--- src/rtl/alu_op_scheduler_if.sv ---
// Bus bundle for alu_op_scheduler: two command requesters, the ALU operand/enable
// side and the response port. master = scheduler, slave = its environment.
interface alu_op_scheduler_if #(
  parameter int WIDTH = 16
);
  logic             req0_valid;
  logic             req0_ready;
  logic [3:0]       req0_fun;
  logic [WIDTH-1:0] req0_a;
  logic [WIDTH-1:0] req0_b;

  logic             req1_valid;
  logic             req1_ready;
  logic [3:0]       req1_fun;
  logic [WIDTH-1:0] req1_a;
  logic [WIDTH-1:0] req1_b;

  logic [WIDTH-1:0] ALU_A;
  logic [WIDTH-1:0] ALU_B;
  logic [3:0]       ALU_FUN;
  logic             Arith_Enable;
  logic             Logic_Enable;
  logic             CMP_Enable;
  logic             Shift_Enable;
  logic [WIDTH-1:0] ALU_OUT;
  logic             ALU_flag;

  logic             rsp_valid;
  logic             rsp_ready;
  logic             rsp_id;
  logic [WIDTH-1:0] rsp_data;
  logic             rsp_err;

  modport master (
    input  req0_valid, req0_fun, req0_a, req0_b,
    input  req1_valid, req1_fun, req1_a, req1_b,
    input  ALU_OUT, ALU_flag, rsp_ready,
    output req0_ready, req1_ready,
    output ALU_A, ALU_B, ALU_FUN,
    output Arith_Enable, Logic_Enable, CMP_Enable, Shift_Enable,
    output rsp_valid, rsp_id, rsp_data, rsp_err
  );

  modport slave (
    output req0_valid, req0_fun, req0_a, req0_b,
    output req1_valid, req1_fun, req1_a, req1_b,
    output ALU_OUT, ALU_flag, rsp_ready,
    input  req0_ready, req1_ready,
    input  ALU_A, ALU_B, ALU_FUN,
    input  Arith_Enable, Logic_Enable, CMP_Enable, Shift_Enable,
    input  rsp_valid, rsp_id, rsp_data, rsp_err
  );
endinterface

--- src/rtl/alu_op_scheduler.sv ---
// Round-robin scheduler sharing one ALU between two requesters.
// Define SCHED_TIMEOUT_EN to add a WAIT-state timeout producing an error response.
module alu_op_scheduler #(
  parameter int WIDTH = 16
`ifdef SCHED_TIMEOUT_EN
  , parameter int TIMEOUT = 4
`endif
) (
  input  logic                  i_clk,
  input  logic                  i_rst,
  alu_op_scheduler_if.master    bus
);

  typedef enum logic [1:0] {IDLE, ISSUE, WAIT, RESP} state_t;

  state_t           r_state;
  state_t           w_nextState;
  logic             r_ptr;
  logic [3:0]       r_fun;
  logic [WIDTH-1:0] r_a;
  logic [WIDTH-1:0] r_b;
  logic             r_id;
  logic [WIDTH-1:0] r_rspData;
  logic             w_anyValid;
  logic             w_grantId;
  logic             w_accept;
  logic             w_timeout;

  // Pointer names the preferred requester; the other wins only when the preferred is idle.
  assign w_anyValid = bus.req0_valid | bus.req1_valid;
  assign w_grantId  = r_ptr ? bus.req1_valid : ~bus.req0_valid;
  assign w_accept   = (r_state == IDLE) & w_anyValid;

`ifdef SCHED_TIMEOUT_EN
  localparam int CW = $clog2(TIMEOUT + 1);
  logic [CW-1:0] r_waitCnt;
  logic          r_rspErr;

  assign w_timeout = (r_state == WAIT) & ~bus.ALU_flag & (r_waitCnt == CW'(TIMEOUT - 1));

  always_ff @(posedge i_clk) begin
    if (i_rst || r_state != WAIT) begin
      r_waitCnt <= '0;
    end else if (!bus.ALU_flag) begin
      r_waitCnt <= r_waitCnt + CW'(1);
    end
  end

  always_ff @(posedge i_clk) begin
    if (i_rst) begin
      r_rspErr <= 1'b0;
    end else if (r_state == WAIT) begin
      if (bus.ALU_flag) begin
        r_rspErr <= 1'b0;
      end else if (w_timeout) begin
        r_rspErr <= 1'b1;
      end
    end
  end

  assign bus.rsp_err = r_rspErr;
`else
  assign w_timeout   = 1'b0;
  assign bus.rsp_err = 1'b0;
`endif

  always_ff @(posedge i_clk) begin
    if (i_rst) begin
      r_state <= IDLE;
    end else begin
      r_state <= w_nextState;
    end
  end

  always_comb begin
    w_nextState = r_state;
    unique case (r_state)
      IDLE:    if (w_anyValid) w_nextState = ISSUE;
      ISSUE:   w_nextState = WAIT;
      WAIT:    if (bus.ALU_flag || w_timeout) w_nextState = RESP;
      RESP:    if (bus.rsp_ready) w_nextState = IDLE;
      default: w_nextState = IDLE;
    endcase
  end

  // Command latch, pointer update and result capture.
  always_ff @(posedge i_clk) begin
    if (i_rst) begin
      r_ptr     <= 1'b0;
      r_fun     <= '0;
      r_a       <= '0;
      r_b       <= '0;
      r_id      <= 1'b0;
      r_rspData <= '0;
    end else begin
      if (w_accept) begin
        r_fun <= w_grantId ? bus.req1_fun : bus.req0_fun;
        r_a   <= w_grantId ? bus.req1_a   : bus.req0_a;
        r_b   <= w_grantId ? bus.req1_b   : bus.req0_b;
        r_id  <= w_grantId;
        r_ptr <= ~w_grantId;
      end
      if (r_state == WAIT) begin
        if (bus.ALU_flag) begin
          r_rspData <= bus.ALU_OUT;
        end else if (w_timeout) begin
          r_rspData <= '0;
        end
      end
    end
  end

  always_comb begin
    bus.req0_ready   = w_accept & ~w_grantId;
    bus.req1_ready   = w_accept &  w_grantId;
    bus.Arith_Enable = (r_state == ISSUE) & (r_fun[3:2] == 2'b00);
    bus.Logic_Enable = (r_state == ISSUE) & (r_fun[3:2] == 2'b01);
    bus.CMP_Enable   = (r_state == ISSUE) & (r_fun[3:2] == 2'b10);
    bus.Shift_Enable = (r_state == ISSUE) & (r_fun[3:2] == 2'b11);
    bus.rsp_valid    = (r_state == RESP);
  end

  assign bus.ALU_A    = r_a;
  assign bus.ALU_B    = r_b;
  assign bus.ALU_FUN  = r_fun;
  assign bus.rsp_id   = r_id;
  assign bus.rsp_data = r_rspData;

endmodule

--- src/flat_wrapper.sv ---
// flat-port wrapper written by rule: the top's interface ports become plain ports
module alu_op_scheduler_flat 
#(
  parameter int WIDTH = 16

)
  (i_clk, i_rst, bus_req0_valid, bus_req0_fun, bus_req0_a, bus_req0_b, bus_req1_valid, bus_req1_fun, bus_req1_a, bus_req1_b, bus_ALU_OUT, bus_ALU_flag, bus_rsp_ready, bus_req0_ready, bus_req1_ready, bus_ALU_A, bus_ALU_B, bus_ALU_FUN, bus_Arith_Enable, bus_Logic_Enable, bus_CMP_Enable, bus_Shift_Enable, bus_rsp_valid, bus_rsp_id, bus_rsp_data, bus_rsp_err);
  alu_op_scheduler_if #(.WIDTH(WIDTH)) bus_i ();
  input  logic i_clk;
  input  logic i_rst;
  input wire logic [$bits(bus_i.req0_valid)-1:0] bus_req0_valid;
  input wire logic [$bits(bus_i.req0_fun)-1:0] bus_req0_fun;
  input wire logic [$bits(bus_i.req0_a)-1:0] bus_req0_a;
  input wire logic [$bits(bus_i.req0_b)-1:0] bus_req0_b;
  input wire logic [$bits(bus_i.req1_valid)-1:0] bus_req1_valid;
  input wire logic [$bits(bus_i.req1_fun)-1:0] bus_req1_fun;
  input wire logic [$bits(bus_i.req1_a)-1:0] bus_req1_a;
  input wire logic [$bits(bus_i.req1_b)-1:0] bus_req1_b;
  input wire logic [$bits(bus_i.ALU_OUT)-1:0] bus_ALU_OUT;
  input wire logic [$bits(bus_i.ALU_flag)-1:0] bus_ALU_flag;
  input wire logic [$bits(bus_i.rsp_ready)-1:0] bus_rsp_ready;
  output wire logic [$bits(bus_i.req0_ready)-1:0] bus_req0_ready;
  output wire logic [$bits(bus_i.req1_ready)-1:0] bus_req1_ready;
  output wire logic [$bits(bus_i.ALU_A)-1:0] bus_ALU_A;
  output wire logic [$bits(bus_i.ALU_B)-1:0] bus_ALU_B;
  output wire logic [$bits(bus_i.ALU_FUN)-1:0] bus_ALU_FUN;
  output wire logic [$bits(bus_i.Arith_Enable)-1:0] bus_Arith_Enable;
  output wire logic [$bits(bus_i.Logic_Enable)-1:0] bus_Logic_Enable;
  output wire logic [$bits(bus_i.CMP_Enable)-1:0] bus_CMP_Enable;
  output wire logic [$bits(bus_i.Shift_Enable)-1:0] bus_Shift_Enable;
  output wire logic [$bits(bus_i.rsp_valid)-1:0] bus_rsp_valid;
  output wire logic [$bits(bus_i.rsp_id)-1:0] bus_rsp_id;
  output wire logic [$bits(bus_i.rsp_data)-1:0] bus_rsp_data;
  output wire logic [$bits(bus_i.rsp_err)-1:0] bus_rsp_err;
  assign bus_i.req0_valid = bus_req0_valid;
  assign bus_i.req0_fun = bus_req0_fun;
  assign bus_i.req0_a = bus_req0_a;
  assign bus_i.req0_b = bus_req0_b;
  assign bus_i.req1_valid = bus_req1_valid;
  assign bus_i.req1_fun = bus_req1_fun;
  assign bus_i.req1_a = bus_req1_a;
  assign bus_i.req1_b = bus_req1_b;
  assign bus_i.ALU_OUT = bus_ALU_OUT;
  assign bus_i.ALU_flag = bus_ALU_flag;
  assign bus_i.rsp_ready = bus_rsp_ready;
  assign bus_req0_ready = bus_i.req0_ready;
  assign bus_req1_ready = bus_i.req1_ready;
  assign bus_ALU_A = bus_i.ALU_A;
  assign bus_ALU_B = bus_i.ALU_B;
  assign bus_ALU_FUN = bus_i.ALU_FUN;
  assign bus_Arith_Enable = bus_i.Arith_Enable;
  assign bus_Logic_Enable = bus_i.Logic_Enable;
  assign bus_CMP_Enable = bus_i.CMP_Enable;
  assign bus_Shift_Enable = bus_i.Shift_Enable;
  assign bus_rsp_valid = bus_i.rsp_valid;
  assign bus_rsp_id = bus_i.rsp_id;
  assign bus_rsp_data = bus_i.rsp_data;
  assign bus_rsp_err = bus_i.rsp_err;
  alu_op_scheduler #(.WIDTH(WIDTH)) u_core (.i_clk(i_clk), .i_rst(i_rst), .bus(bus_i));
endmodule
--- config.mk ---
export PLATFORM = sky130hd
export DESIGN_NAME = alu_op_scheduler_flat
export DESIGN_NICKNAME = d
export VERILOG_FILES = /design/src/rtl/alu_op_scheduler_if.sv /design/src/rtl/alu_op_scheduler.sv /design/src/flat_wrapper.sv
export SDC_FILE = /design/constraint.sdc
export NUM_CORES = 1
export LEC_CHECK = 0
export CAP_MARGIN = 20
export CELL_PAD_IN_SITES_DETAIL_PLACEMENT = 1
export CELL_PAD_IN_SITES_GLOBAL_PLACEMENT = 2
export CORE_AREA = 8 8 122 124
export CTS_CLUSTER_SIZE = 20
export DETAILED_ROUTE_END_ITERATION = 8
export DIE_AREA = 0 0 130 132
export GPL_ROUTABILITY_DRIVEN = 0
export GPL_TIMING_DRIVEN = 0
export PLACE_DENSITY_LB_ADDON = 0.1
export SLEW_MARGIN = 10
export SYNTH_ARGS = -nofsm -noshare
export SYNTH_HDL_FRONTEND = slang
export SYNTH_SLANG_ARGS = --single-unit
--- constraint.sdc ---
create_clock -name i_clk -period 2.4 [get_ports i_clk]
set_clock_uncertainty 0.05 [all_clocks]
set_input_delay 0.24 -clock i_clk [delete_from_list [all_inputs] [get_ports i_clk]]
set_output_delay 0.24 -clock i_clk [all_outputs]
set_load 0.05 [all_outputs]
==> flow_metrics.env <==
export IMPL_grt_max_degree=19
export IMPL_dp_cells=647
export IMPL_dp_slack_ps=-204
export IMPL_netlist_instances=318
export IMPL_cp_startpoint="u_core.r_state[1]$_SDFFE_PP0P_"
export IMPL_setup_viol=0
export IMPL_instances_no_fill=655
export IMPL_pwr_share_clk_pct=15.9
export IMPL_die_h_um=132
export IMPL_cts_max_level=2
export IMPL_vias_per_cell=4.48
export IMPL_wire_per_inst_um=17.9
export IMPL_fin_crit_sh_pct=96.1
export IMPL_hold_path_class="flop to flop"
export IMPL_worst_slew_pin_slew_ps=561
export IMPL_outcome="completed"
export IMPL_rrSetupSlack_ps=610
export IMPL_placement_cell_area_sq_mm=0.00428
export IMPL_internal_power_mw=2.51
export IMPL_via_count=2932
export IMPL_cp_arrival_ps=2020
export IMPL_drtPass1Iterations=4
export IMPL_grt_overflow=0
export IMPL_clkSlewWorstSetupHoldPaths_ps=80
export IMPL_yosysWarnings=0
export IMPL_cts_hold_buf=0
export IMPL_leakage_nw=1.64
export IMPL_r2r_cells=6
export IMPL_max_slew_margin_pct=62.5
export IMPL_drv_slew=0
export IMPL_chipWidth_um=130
export IMPL_start_util_pct=19.5
export IMPL_ys_flop_type="dfxtp_1"
export IMPL_cts_buffers=5
export IMPL_antenna_diode_count=0
export IMPL_crit_type="flop to primary output"
export IMPL_cts_root_buf="clkbuf_16"
export IMPL_tritoncts="built"
export IMPL_syn_avg_cell_area_sq_um=7.95
export IMPL_total_power_mw=4.82
export IMPL_grt_util_all_layers_pct=13.7
export IMPL_antenna_left=0
export IMPL_io_pins=155
export IMPL_grt_pass1_wl_um=18200
export IMPL_grt_pass1_vias=3162
export IMPL_synth_edff_count=0
export IMPL_r2r_end="u_core.bus.rsp_data[12]$_SDFFE_PP0P_"
export IMPL_async_flop_share_pct=0
export IMPL_fmax_mhz=434
export IMPL_critPathLaunchType="flop"
export IMPL_syn_to_final_growth_pct=75.2
export IMPL_period_needed_ps=2310
export IMPL_cp_max_fo=4
export IMPL_yosysUniqueCellTypes=29
export IMPL_post_cts_buffers=0
export IMPL_synth_seq_area_share_pct=44.4
export IMPL_synth_net_count=417
export IMPL_dp_hpwl_um=8830
export IMPL_p_per_area_mw_per_mm2=1090
export IMPL_rows=42
export IMPL_grt_antenna_before_repair=0
export IMPL_critPathCaptureType="primary output"
export IMPL_rsz0062_at_grt="false"
export IMPL_fin_area_sq_mm=0.00443
export IMPL_whs_ps=407
export IMPL_worst_slack_ps=93.7
export IMPL_crit_path_end="bus_Shift_Enable"
export IMPL_drcViolationCount=0
export IMPL_critical_path_required_ps=2110
export IMPL_wl_um=11700
export IMPL_p_comb_share_pct=56.1
export IMPL_core_sq_mm=0.0130
export IMPL_p_sw_share_pct=47.9
export IMPL_clock_path_buffers=2
export IMPL_fin_tns_setup_ps=0
export IMPL_sequentialPowerShare_pct=28.0
export IMPL_drive_gt1_share_pct=7.93
export IMPL_rr_startpoint="u_core.r_state[0]$_SDFFE_PP0P_"
export IMPL_fin_nets=577
export IMPL_syn_area_sq_mm=0.00253
export IMPL_drt_iter0_drc=136
export IMPL_die_area_sq_mm=0.0172
export IMPL_cts_sinks=56
export IMPL_hold_violations=0
export IMPL_drv_cap=0
export IMPL_peakVddDrop_v=0.000354
export IMPL_synth_seq_cells=56
export IMPL_port_buffers=153
export IMPL_final_util_pct=34.1
export IMPL_power_switching_mw=2.31
export IMPL_clk_latency_ps=300
[routing by layer]
layer | routed length (um) | GRT usage (%) | vias to the layer above
met2 | 5570 | 22.6 | 81
met3 | 848 | 4.65 | 8
li1 | - | - | 1464
met5 | 0 | 0 | -
met4 | 128 | 3.87 | 0
met1 | 5150 | 16.5 | 1379
[cells in the final DEF, fill, tap and decap left out, drive strengths merged]
cell,count
and2,2
nor2,4
a21oi,19
buf,27
a31oi,37
ha,5
dlymetal6s2s,3
o21a,1
clkinv,1
nand2b,2
nor3b,1
inv,4
and3b,1
nand3,37
clkbuf,11
conb,1
a311oi,1
clkdlybuf4s50,148
or2,1
o21ai,74
dfxtp,56
nand2,36
clkinvlp,2
or3b,1
a31o,1
nand4,1
dlygate4sd2,1
and3,1
[power by group through the flow]
| stage | combinational, mW | clock (mW) | sequential, mW |
|---|---|---|---|
| final | 2.71 | 0.767 | 1.35 |
| after global placement | 2.75 | 0 | 1.36 |
| after CTS | 2.76 | 0.809 | 1.35 |
| after floorplan | 0.890 | 0 | 2.20 |
| after global routing | 2.89 | 0.846 | 1.39 |
| after detailed placement | 2.76 | 0 | 1.37 |
[logic make-up after synthesis]
logic type,count (synthesis),share of synthesized area (%)
AO/OA/AOI/OAI,133,28.7
adder cells (fa/ha/maj),5,2.48
buffers and inverters,36,8.12
flip-flops,56,44.4
other,1,0.148
AND/OR/NAND/NOR,87,16.2
[layout make-up]
type / count / area [sq um]
fillers: 1560 / 8550
repair buffers: 153 / 1530
multi-input cells: 226 / 1200
flip-flops and latches: 56 / 1120
well taps: 176 / 220
plain buffers: 32 / 190
clock buffers: 5 / 125
clock inverters: 3 / 23.8
inverters: 4 / 15.0
[cells in the mapped netlist (2+ instances only)]
cell type / count / area [sq um]
a21oi_1: 18 / 90.1
a31oi_1: 37 / 231
and2_1: 2 / 12.5
buf_2: 14 / 70.1
buf_4: 10 / 75.1
buf_6: 2 / 22.5
clkbuf_1: 5 / 18.8
dfxtp_1: 56 / 1120
ha_1: 5 / 62.6
inv_1: 4 / 15.0
nand2_1: 36 / 135
nand2b_1: 2 / 12.5
nand3_1: 37 / 185
nor2_1: 3 / 11.3
o21ai_0: 14 / 70.1
o21ai_1: 60 / 300
[critical path, cell delays in order, from the launching register on]
cell and delay, ps:
dfxtp_1 330, inv_1 140, ha_1 270, and3_1 180, clkdlybuf4s50_1 800
[worst min path at each step]
stage | from | to | slack (ps) | depth (start not counted)
global placement | u_core.bus.rsp_data[3]$_SDFFE_PP0P_ | u_core.bus.rsp_data[3]$_SDFFE_PP0P_ | 390 | 2
finish | u_core.bus.rsp_data[7]$_SDFFE_PP0P_ | u_core.bus.rsp_data[7]$_SDFFE_PP0P_ | 410 | 2
CTS | u_core.bus.rsp_data[7]$_SDFFE_PP0P_ | u_core.bus.rsp_data[7]$_SDFFE_PP0P_ | 410 | 2
detailed placement | u_core.bus.rsp_data[7]$_SDFFE_PP0P_ | u_core.bus.rsp_data[7]$_SDFFE_PP0P_ | 400 | 2
floorplan | bus_ALU_OUT[0] | u_core.bus.rsp_data[0]$_SDFFE_PP0P_ | 330 | 2
global route | bus_ALU_OUT[14] | u_core.bus.rsp_data[14]$_SDFFE_PP0P_ | 430 | 3
[sequential cells by signal (all words and copies together) (netlist names)]
signal	flops
u_core.bus.rsp_data	16
u_core.bus.ALU_B	16
u_core.bus.rsp_id	1
u_core.r_ptr	1
u_core.r_state	2
u_core.bus.ALU_A	16
u_core.bus.ALU_FUN	4
[repair_timing]
item	in CTS	in global routing
resized for setup	3	4
cloned	0	0
setup endpoints to repair	2	4
(Power assumes the default switching activity.)
